## src/rtl/mem_access_controller.sv

```systemverilog
// rtl/mem_access_controller.sv - MEM-stage load/store sequencer for a 16-bit external SRAM
//
// Each 32-bit load or store becomes two timed halfword accesses: low half, then high half.
// Each halfword is held on the SRAM pins for WAIT_CYCLES cycles. ready stays low while a
// request is pending, so the pipeline freezes on ~ready.
//
// Ports:
//   clk          sole clock, rising edge
//   rst          asynchronous active-low reset
//   mem_r_en     load request from MEM stage
//   mem_w_en     store request from MEM stage (wins over mem_r_en)
//   address      32-bit byte address (ALU result)
//   write_data   32-bit store data
//   read_data    registered load result; changes only at read completion
//   ready        1 = no request pending, or access completing this cycle
//   sram_addr    18-bit SRAM halfword address {word_index[16:0], half}
//   sram_dq_out  halfword write data
//   sram_dq_oe   1 = drive sram_dq_out onto the SRAM data bus
//   sram_dq_in   halfword read data from the SRAM
//   sram_we_n    SRAM write enable, active low
module mem_access_controller #(
  parameter int          WAIT_CYCLES = 5,
  parameter logic [31:0] BASE_ADDR   = 32'd1024
) (
  input  logic        clk,
  input  logic        rst,
  input  logic        mem_r_en,
  input  logic        mem_w_en,
  input  logic [31:0] address,
  input  logic [31:0] write_data,
  output logic [31:0] read_data,
  output logic        ready,
  output logic [17:0] sram_addr,
  output logic [15:0] sram_dq_out,
  output logic        sram_dq_oe,
  input  logic [15:0] sram_dq_in,
  output logic        sram_we_n
);

  localparam int            CW   = $clog2(WAIT_CYCLES) + 1;
  localparam logic [CW-1:0] LAST = CW'(WAIT_CYCLES - 1);

  typedef enum logic [1:0] {IDLE, LOW, HIGH, DONE} state_t;

  state_t        state;
  logic [CW-1:0] cnt;
  logic          op_write;
  logic [16:0]   idx_q;
  logic [31:0]   data_q;
  logic [15:0]   lower_q;

  // Offset from the SRAM window base. It wraps modulo 2^32, so addresses below
  // BASE_ADDR land at the top of the 17-bit word index space.
  logic [31:0] offset;
  logic        unused_offset_bits;
  assign offset             = address - BASE_ADDR;
  assign unused_offset_bits = ^{offset[31:19], offset[1:0]};

  wire last = (cnt == LAST);

  always_ff @(posedge clk or negedge rst) begin
    if (!rst) begin
      state     <= IDLE;
      cnt       <= '0;
      op_write  <= 1'b0;
      idx_q     <= '0;
      data_q    <= '0;
      lower_q   <= '0;
      read_data <= '0;
    end else begin
      case (state)
        IDLE: begin
          if (mem_r_en | mem_w_en) begin
            op_write <= mem_w_en;
            idx_q    <= offset[18:2];
            data_q   <= write_data;
            cnt      <= '0;
            state    <= LOW;
          end
        end
        LOW: begin
          if (last) begin
            cnt   <= '0;
            state <= HIGH;
            if (!op_write) lower_q <= sram_dq_in;
          end else begin
            cnt <= cnt + 1'b1;
          end
        end
        HIGH: begin
          if (last) begin
            cnt   <= '0;
            state <= DONE;
            if (!op_write) read_data <= {sram_dq_in, lower_q};
          end else begin
            cnt <= cnt + 1'b1;
          end
        end
        default: state <= IDLE;  // DONE never starts a new request
      endcase
    end
  end

  // SRAM pins decode from registered state only, so mid-access input changes
  // cannot glitch them.
  wire active = (state == LOW) || (state == HIGH);
  wire wr_act = op_write && active;

  always_comb begin
    sram_addr   = {idx_q, (state == HIGH)};
    sram_dq_oe  = wr_act;
    sram_we_n   = ~wr_act;
    sram_dq_out = 16'h0000;
    if (wr_act) sram_dq_out = (state == HIGH) ? data_q[31:16] : data_q[15:0];
  end

  assign ready = ~(mem_r_en | mem_w_en) | (state == DONE);

endmodule

```

## config.mk

```make
export PLATFORM = sky130hd
export DESIGN_NAME = mem_access_controller
export DESIGN_NICKNAME = d
export VERILOG_FILES = /design/src/rtl/mem_access_controller.sv
export SDC_FILE = /design/constraint.sdc
export NUM_CORES = 1
export LEC_CHECK = 0
export CORE_AREA = 2 2 126 128
export CTS_BUF_LIST = sky130_fd_sc_hd__clkbuf_8
export CTS_CLUSTER_SIZE = 40
export DETAILED_ROUTE_END_ITERATION = 6
export DIE_AREA = 0 0 128 130
export DONT_BUFFER_PORTS = 1
export SETUP_SLACK_MARGIN = 0.2
export SLEW_MARGIN = 20
export SYNTH_ARGS = -nofsm -noshare
export SYNTH_HDL_FRONTEND = slang
export SYNTH_SLANG_ARGS = --single-unit
```

## constraint.sdc

```tcl
create_clock -name clk -period 5.6 [get_ports clk]
set_input_delay 1.12 -clock clk [delete_from_list [all_inputs] [get_ports clk]]
set_output_delay 1.12 -clock clk [all_outputs]
set_load 0.02 [all_outputs]
```

* After elaboration in Yosys (flattened, before gate mapping)
Index checks and enable logic that the tools add are counted.
** Word-level totals
- Bits in registers :: 104
- Input bits :: 84
** Operators by class
- Add/sub/neg operators :: 2
- Eq/ne operators :: 7
- Muxes and demuxes :: 9
- Bitwise gates (word level) :: 5
- Reduce and logical (&&, ||, !) cells :: 10
** Operator list (count)
- $mux 16 :: 2
- $sub 19x11->19 const B :: 1
- $reduce_and 3->1 :: 3
- $mux 4 :: 2
- $pmux 4 s2 :: 1
- $mux 2 :: 3
- $pmux 2 s3 :: 1
- $add 4x1->4 const B :: 1
- $eq 2x2->1 const B :: 2
- $eq 4x3->1 const B :: 1
- $ne 2x2->1 const B :: 2
- $reduce_and 2->1 :: 2
- $not 1->1 :: 3
- $eq 2x1->1 const B :: 1
- $logic_not 2->1 :: 1
- $ne 2x1->1 const B :: 1
- $or 1x1->1 :: 2
- $reduce_bool 2->1 :: 1
- $reduce_or 2->1 :: 1
- $logic_and 1x1->1 :: 1
- $logic_or 1x1->1 :: 1

* Logic depth before layout (Yosys ltp)
Gate-level depths: netlist of the first run.
- Word-level depth :: 4
- Gate-level depth with buffers :: 7
- Depth with buffers taken out :: 5

* Worst setup path after synthesis of the first run
Ideal clock, no wire load.
- Path type :: flip-flop to output port
- Start point :: reg state[0]
- End point :: out sram_dq_out[10]
- Arrival time :: 1702 ps
- Path slack :: 2778 ps
- Stages on the path, launching flop included :: 7
- Buffers on the path :: 2
- Cells stage by stage :: dfrtp_1 > inv_1 > ha_1 > buf_2 > buf_2 > mux2i_1 > nor2_1
** On the way
- Word-level cells in the longest chain between the ends :: 4
- Elaborated cells between the ends (all ways) :: 6
- Those cells by class :: eq/ne (2); mux (2); reduce/logical (2)
** Ends and longest elaborated chain
- start: declaration :: RTL line 45 : state_t state;
- start signal: assignment :: RTL line 63 : state <= IDLE;
- start signal: assignment :: RTL line 78 : state <= LOW;
- start signal: assignment :: RTL line 84 : state <= HIGH;
- $eq 2x2->1 (*)
- net sram_addr[0] :: RTL line 33 : output logic [17:0] sram_addr,
- $logic_or 1x1->1 :: RTL line 106 : wire active = (state == LOW) || (state == HIGH);
- $logic_and 1x1->1 :: RTL line 107 : wire wr_act = op_write && active;
- $mux 16 (*) :: RTL line 114 : if (wr_act) sram_dq_out = (state == HIGH) ? data_q[31:16] : data_q[15:0];
- end: declaration :: RTL line 34 : output logic [15:0] sram_dq_out,
Mark *: on every way through the listed nets, which the timed path passes. The rest lies on a longest branch.

* Final worst setup path of the first run
- Start point :: reg state[0]
- End point :: out sram_dq_out[3]
** On the way
- Word-level cells in the longest chain between the ends :: 4
- Elaborated cells between the ends (all ways) :: 6
- Those cells by class :: eq/ne (2); mux (2); reduce/logical (2)
** Ends and longest elaborated chain (RTL line)
- $eq 2x1->1 or $eq 2x2->1 (tied branches) :: 106, 114
- $logic_or 1x1->1 :: 106
- $logic_and 1x1->1 :: 107
- $mux 16 (*) :: 114
Every way passes the cells marked *; elsewhere a longest branch is shown, timed or not.

==> results by group, run 1 <==
Timing
  • Final setup violation count: 0
  • FMAX: 271 MHz
  • Slew Limit Fails: 0
  • Total Neg Setup Slack: 0 ns
  • Min Clock Period, post-route: 3.69 ns
  • RSZ-0062 raised after global routing: no
  • Worst Skew: 0.00855 ns
  • Final worst path period share: 66.0%
  • Final Hold Viols: 0
  • Worst-margin pin slew: 0.923 ns
  • Max-slew headroom: 38.3%

Placed design
  • PortBufs: 0
  • Gpl congestion: 0.686
  • Detailed placement HPWL: 6750 um

Setup path
  • Crit path required time: 4.48 ns
  • RR Endpoint: read_data[17]
  • Crit path DAT: 2.57 ns
  • Worst r2r src: state[0]
  • Startpoint types: flip-flop
  • Maximum fanout along the worst path: 18
  • CP Capture Type: primary output
  • Critical path class: reg2out
  • Reg2Reg Depth: 6
  • R2r setup slk: 3.22 ns

Power and ir drop
  • Gate power share: 31.3%
  • Maximum VDD drop: 0.191 mV
  • LEAKAGE: 0.00223 uW
  • Switching share of power: 43.8%
  • Internal power: 1630 uW
  • Clock group share of total power: 15.3%
  • Pwr Total: 2910 uW
  • Power Density: 593 nW/um^2
  • Flop pwr share: 53.4%
  • P_sw: 1270 uW

Synthesis
  • Post-Syn Area: 4540 um^2
  • Sequential fraction of the synthesis area: 57.4%
  • Post-synthesis cell type count: 42
  • Cell count after synthesis: 412
  • #FFs+latches synth: 104
  • Syn_nets: 504
  • Synth warn: 0
  • Mean post-synth cell area: 11.0 um^2

GRT
  • First-pass GRT wire length: 15,100 um
  • Global route overflow: 0
  • Largest net degree at the start of global routing: 105
  • Number of global-route vias before repair: 2,946
  • Antenna violations before repair: 0
  • GRT Total Usage: 11.8%

CTS
  • # clock sinks: 104
  • Total CTS buffers: 9
  • CTS tree: done
  • Clock buffer depth: 2
  • H-Tree Depth: 3
  • Post-cts sizing count: 0
  • Post-CTS Hold Buffers: 0
  • Clock slew at reported path FFs: 0.11 ns
  • Post-CTS Setup Inserts: 0
  • Clk root buf: clkbuf_8
  • Clock Latency Late Sink: 0.37 ns

Flow run
  • Max-Cap Viols: 0

Floorplan
  • Die area: 16,600 um^2
  • Die Ht: 130 um
  • Cell Rows: 46
  • I/O Pins: 153
  • Die X: 128 um
  • Core region area: 15,400 um^2
  • Initial Utilization: 29.4%

Detailed routing
  • Pre-Repair DR Iteration Count: 4
  • Post-route ant nets: 0
  • Initial drt markers: 109
  • Drt drc: 0
  • Via count: 2,916
  • DRT Wirelength: 9630 um
  • Via-to-Cell Ratio: 4.81
  • DR WL/cell: 15.9 um

Outcome
  • Status: finished clean

Finish
  • Layout cell share with drive strength beyond 1: 19.1%
  • Final #Nets: 501
  • Layout area overhead: 8.14%
  • Diode count: 0

Worst hold path
  • Type of the worst min-delay path: in2async
power by group through the flow:
stage | sequential [uW] | combinational (uW) | clock [uW]
detailed placement | 1580 | 924 | 0
global placement | 1550 | 887 | 0
CTS | 1560 | 927 | 477
floorplan | 1490 | 768 | 0
finish | 1550 | 910 | 445
global route | 1600 | 1030 | 504
routing by layer:
metal / global-route usage, % / vias up / wire (um)
li1: - / 1367 / -
met3: 5.58 / 8 / 887
met4: 2.71 / 0 / 95
met5: 0 / - / 0
met1: 14.3 / 1424 / 4140
met2: 19.2 / 117 / 4510
synth_stat cells, drive strengths merged:
| cell | instances | share of area (%) |
|---|---|---|
| a311oi | 1 | 0.19 |
| mux2 | 49 | 12 |
| a211o | 2 | 0.39 |
| nand2b | 2 | 0.28 |
| o211ai | 1 | 0.17 |
| nor3b | 4 | 1.0 |
| a31oi | 4 | 0.55 |
| nor2 | 19 | 1.6 |
| inv | 11 | 0.91 |
| nand3 | 4 | 0.44 |
| nor4bb | 1 | 0.22 |
| or3b | 1 | 0.19 |
| mux2i | 16 | 3.5 |
| or3 | 3 | 0.55 |
| or4 | 4 | 0.74 |
| a21oi | 1 | 0.11 |
| o21a | 1 | 0.17 |
| a211oi | 1 | 0.17 |
| nand2 | 132 | 11 |
| o21bai | 1 | 0.17 |
| dfrtp | 104 | 57 |
| and3b | 1 | 0.19 |
| xnor2 | 3 | 0.58 |
| clkbuf | 9 | 0.74 |
| o31ai | 4 | 0.66 |
| nor2b | 1 | 0.14 |
| or2 | 2 | 0.28 |
| nor3 | 1 | 0.11 |
| o21ai | 9 | 1.1 |
| ha | 8 | 2.2 |
| nand3b | 2 | 0.61 |
| o22ai | 2 | 0.28 |
| buf | 8 | 1.3 |
worst max-delay path, stage by stage, from the launching register on:
cell and delay [ns]:
dfrtp_1 0.45, inv_1 0.09, ha_1 0.39, nand2_1 0.59, nor2_1 0.67
through the flow:
step,setup WS [ns],instances,cell area (um^2),hold slack (ns),util [%]
global route,1.74,606,4900,0.372,31.8
floorplan,2.78,412,4540,0.445,-
CTS,1.87,606,4900,0.381,31.8
detailed placement,2.33,590,4720,0.462,30.6
global placement,2.40,590,4720,0.459,30.6
finish,1.91,606,4900,0.422,31.8
cell type report:
type | count | area [um^2]
well taps | 192 | 240
flip-flops and latches | 104 | 2600
clock inverters | 7 | 60.1
clock buffers | 9 | 124
inverters | 11 | 41.3
fillers | 1585 | 10500
multi-input cells | 280 | 1810
repair buffers | 3 | 22.5
flip-flops by register name (all words and copies together) (netlist names):
signal and flops:
cnt 4, data_q 32, idx_q 17, lower_q 16
op_write 1, read_data 32, state 2
worst max-delay path by stage:
stage                        start  slack [ns]         endpoint
after floorplan           state[0]        2.78  sram_dq_out[10]
after global placement    state[0]        2.40   sram_dq_out[4]
after detailed placement  state[0]        2.33   sram_dq_out[4]
after CTS                 state[0]        1.87   sram_dq_out[4]
after global routing      state[0]        1.74   sram_dq_out[3]
final                     state[0]        1.91   sram_dq_out[3]
logic make-up after synthesis:
family	after synthesis	synth area share, %
and+or+nand+nor	177	17.3
DFF	104	57.4
muxes	65	15.7
buffers and inverters	28	2.95
AOI/OAI and AO/OA	27	3.92
adders and majority gates	8	2.21
xor gates and xnor gates	3	0.579
layout by cell type, fill, tap and decap left out, types with 2 or more instances in the layout:
cell type / count
clkbuf_8: 9
inv_6: 3
o31ai_1: 4
o21ai_0: 8
or2_2: 2
mux2_2: 49
xnor2_1: 3
nor3b_1: 2
o22ai_1: 2
nand2b_1: 2
dfrtp_1: 104
mux2i_1: 16
nand3_1: 4
or4_1: 3
a31oi_1: 4
clkinv_4: 2
nor2_1: 19
buf_4: 3
nor3b_4: 2
nand2_1: 132
a211o_1: 2
inv_1: 11
ha_1: 8
(Power assumes the default switching activity.)
==> run 2: changes to the inputs <==
--- a/config.mk
+++ b/config.mk
@@ -5,11 +5,12 @@
 export SDC_FILE = /design/constraint.sdc
 export NUM_CORES = 1
 export LEC_CHECK = 0
-export CORE_AREA = 2 2 126 128
+export ABC_AREA = 1
+export CORE_AREA = 2 2 128 130
 export CTS_BUF_LIST = sky130_fd_sc_hd__clkbuf_8
 export CTS_CLUSTER_SIZE = 40
 export DETAILED_ROUTE_END_ITERATION = 6
-export DIE_AREA = 0 0 128 130
+export DIE_AREA = 0 0 130 132
 export DONT_BUFFER_PORTS = 1
 export SETUP_SLACK_MARGIN = 0.2
 export SLEW_MARGIN = 20
==> constraint.sdc (replaced) <==
create_clock -name clk -period 3.1 [get_ports clk]
set_input_delay 0.62 -clock clk [delete_from_list [all_inputs] [get_ports clk]]
set_output_delay 0.62 -clock clk [all_outputs]
set_load 0.02 [all_outputs]
==> results by group, run 2 <==
Outcome
  • Status: complete, but fails checks
  • Failing checks: hold timing

Detailed routing
  • Via count: 3,315 (+14%)
  • Pre-Repair DR Iteration Count: 4 (unchanged)
  • Post-route ant nets: 0 (unchanged)
  • Initial drt markers: 175 (+61%)
  • Drt drc: 0 (unchanged)
  • DRT Wirelength: 10,400 um (+7.7%)
  • DR WL/cell: 13.9 um (-12%)
  • Via-to-Cell Ratio: 4.45 (-7.5%)

Setup path
  • RR Endpoint: read_data[6]
  • Critical Path Stages: 4 (unchanged)
  • Crit path required time: 2.48 ns (-2.00 ns)
  • CP Capture Type: primary output
  • Crit path launch: state[0]
  • Crit path DAT: 2.18 ns (-0.39 ns)
  • Cells along the critical path: inv_1, ha_1, nand2_2, a21oi_1
  • CP delay by family, top: compound AO/OA/AOI/OAI gates
  • Worst path max stage delay: 0.53 ns (-0.14 ns)
  • R2r setup slk: 1.00 ns (-2.22 ns)
  • Critical path class: reg2out
  • Highest-delay cell along the critical path: a21oi_1
  • Reg2Reg Depth: 6 (unchanged)
  • Buf+Inv Stages, Crit Path: 1 (unchanged)
  • Worst r2r src: state[0]
  • Startpoint types: flip-flop
  • Critical path capture point: sram_dq_out[7]
  • Maximum fanout along the worst path: 18 (unchanged)

Finish
  • Final #Nets: 616 (+23%)
  • Layout area overhead: 9.23%
  • Fin area: 5060 um^2 (+3.2%)
  • Top flop regs: data_q: 32 flops, read_data: 32 flops, idx_q: 17 flops
  • Final Util: 32.2% (+0.43 points)
  • Most frequent cells in the layout: 235 x nand2_1, 104 x dfrtp_1, 48 x inv_1
  • Commonest non-fill, non-tap cell in the layout: nand2_1
  • Layout cell share with drive strength beyond 1: 13.6% (-5.5 points)
  • Diode count: 0 (unchanged)

Placed design
  • Detailed placement HPWL: 7120 um (+5.5%)
  • PortBufs: 0 (unchanged)
  • Gpl congestion: 0.762 (+11%)
  • DP Area: 4790 um^2 (+1.5%)

GRT
  • Antenna violations before repair: 0 (unchanged)
  • Global route overflow: 0 (unchanged)
  • Number of global-route vias before repair: 3,306 (+12%)
  • Largest net degree at the start of global routing: 105 (unchanged)
  • GRT Total Usage: 12.6% (+0.84 points)
  • First-pass GRT wire length: 16,800 um (+11%)

Power and ir drop
  • Pwr Total: 5240 uW (+80%)
  • Power Density: 1040 nW/um^2 (+75%)
  • LEAKAGE: 0.00264 uW (+18%)
  • Maximum VDD drop: 0.535 mV (+180%)

Synthesis
  • Count leader, synth: nand2_1
  • Mean post-synth cell area: 8.73 um^2 (-21%)
  • Post-Syn Area: 4640 um^2 (+2.2%)
  • Synth top cells by count: 236 x nand2_1, 104 x dfrtp_1, 48 x inv_1
  • Post-synthesis cell type count: 26 (-38%)
  • Cell count after synthesis: 531 (+29%)
  • Post-synth top area share: 56.1% (-1.2 points)
  • Sequential fraction of the synthesis area: 56.1% (-1.2 points)
  • #FFs+latches synth: 104 (unchanged)
  • Syn_nets: 623 (+24%)
  • Post-synth EDFFs: 0 (unchanged)
  • Primary FF master, synth: dfrtp_1
  • Largest cells by area after synthesis: dfrtp_1 56%, nand2_1 19%, o21ai_2 6.0%
  • FFs w/ async S/R, synth: 100% (unchanged)
  • Cell taking the most area after synthesis: dfrtp_1
  • Synth warn: 0 (unchanged)

Floorplan
  • Core region area: 15,700 um^2 (+1.9%)
  • I/O Pins: 153 (unchanged)
  • Die Ht: 132 um (+1.5%)
  • Initial Utilization: 29.5% (+0.098 points)
  • Cell Rows: 46 (unchanged)
  • Die area: 17,200 um^2 (+3.1%)
  • Die X: 130 um (+1.6%)

CTS
  • Clock buffer depth: 2 (unchanged)
  • Clk root buf: clkbuf_8
  • CTS tree: done
  • Clock Latency Late Sink: 0.38 ns (about the same)
  • H-Tree Depth: 3 (unchanged)
  • # clock sinks: 104 (unchanged)
  • Clock slew at reported path FFs: 0.10 ns (about the same)
  • Total CTS buffers: 9 (unchanged)

Timing
  • Worst-margin pin slew: 0.892 ns (-0.0318 ns)
  • Final setup violation count: 0 (unchanged)
  • Worst Skew: 0.00794 ns (-0.000609 ns)
  • Slew Limit Fails: 0 (unchanged)
  • Max-slew headroom: 40.6% (+2.3 points)
  • Min Clock Period, post-route: 2.80 ns
  • Final Hold Viols: 104 (+104)
  • Final worst path period share: 90.2%
  • RSZ-0062 raised after global routing: yes
  • FMAX: 358 MHz
  • Worst hold slack: -0.0820 ns (-0.504 ns)
  • Total Neg Setup Slack: 0 ns (unchanged)

Flow run
  • Max-Cap Viols: 0 (unchanged)

Worst hold path
  • Type of the worst min-delay path: in2async
run 2: timing repair:
item                                   in CTS  in global routing
gates resized for setup                     0                 13
setup buffers                               0                  0
setup endpoints to repair                  16                 16
endpoints found under the hold margin     104                104
run 2: cells by family (layout without fill, tap and decap cells):
| family | Yosys count | after routing | synth area share, % |
|---|---|---|---|
| compound gates | 80 | 80 | 11.3 |
| flops | 104 | 104 | 56.1 |
| simple gates | 262 | 262 | 22.4 |
| fa+ha+maj | 8 | 8 | 2.16 |
| xor+xnor | 4 | 4 | 0.756 |
| buf+inv | 73 | 71 | 7.29 |
run 2: metal layers:
metal,track usage (%),vias to the layer above,part of all wire (%)
met4,5.44,0,2.0
met2,20.1,145,46
li1,-,1628,-
met3,6.37,15,12
met1,14.1,1527,40
met5,0,-,0
run 2: area by class of cell:
| type | instances | area (um^2) |
|---|---|---|
| inverters | 51 | 191 |
| repair buffers | 4 | 30.0 |
| flip-flops and latches | 104 | 2600 |
| clock inverters | 7 | 103 |
| multi-input cells | 354 | 1740 |
| fillers | 1685 | 10600 |
| clock buffers | 9 | 124 |
| well taps | 216 | 270 |
run 2: how the worst min path moves through the flow:
stage                     depth (start not counted)            to  slack, ns  startpoint
final                                             0  read_data[2]      -0.08         rst
after global routing                              0  read_data[2]      -0.13         rst
after CTS                                         0     data_q[4]      -0.11         rst
after detailed placement                          0  read_data[0]       0.33         rst
after global placement                            0  read_data[0]       0.33         rst
after floorplan                                   0        cnt[0]       0.32         rst
run 2: power by group:
part	switching, uW	leakage, uW	internal, uW
logic	1150	0.00131	523
registers	701	0.00122	1910
clock network	494	0.000116	465
run 2: metrics by stage:
step                worst slack, ns  cells
finish                        0.303    745
global route                  0.157    745
CTS                          0.0739    745
detailed placement            0.526    729
global placement              0.588    729
floorplan                     0.752    531
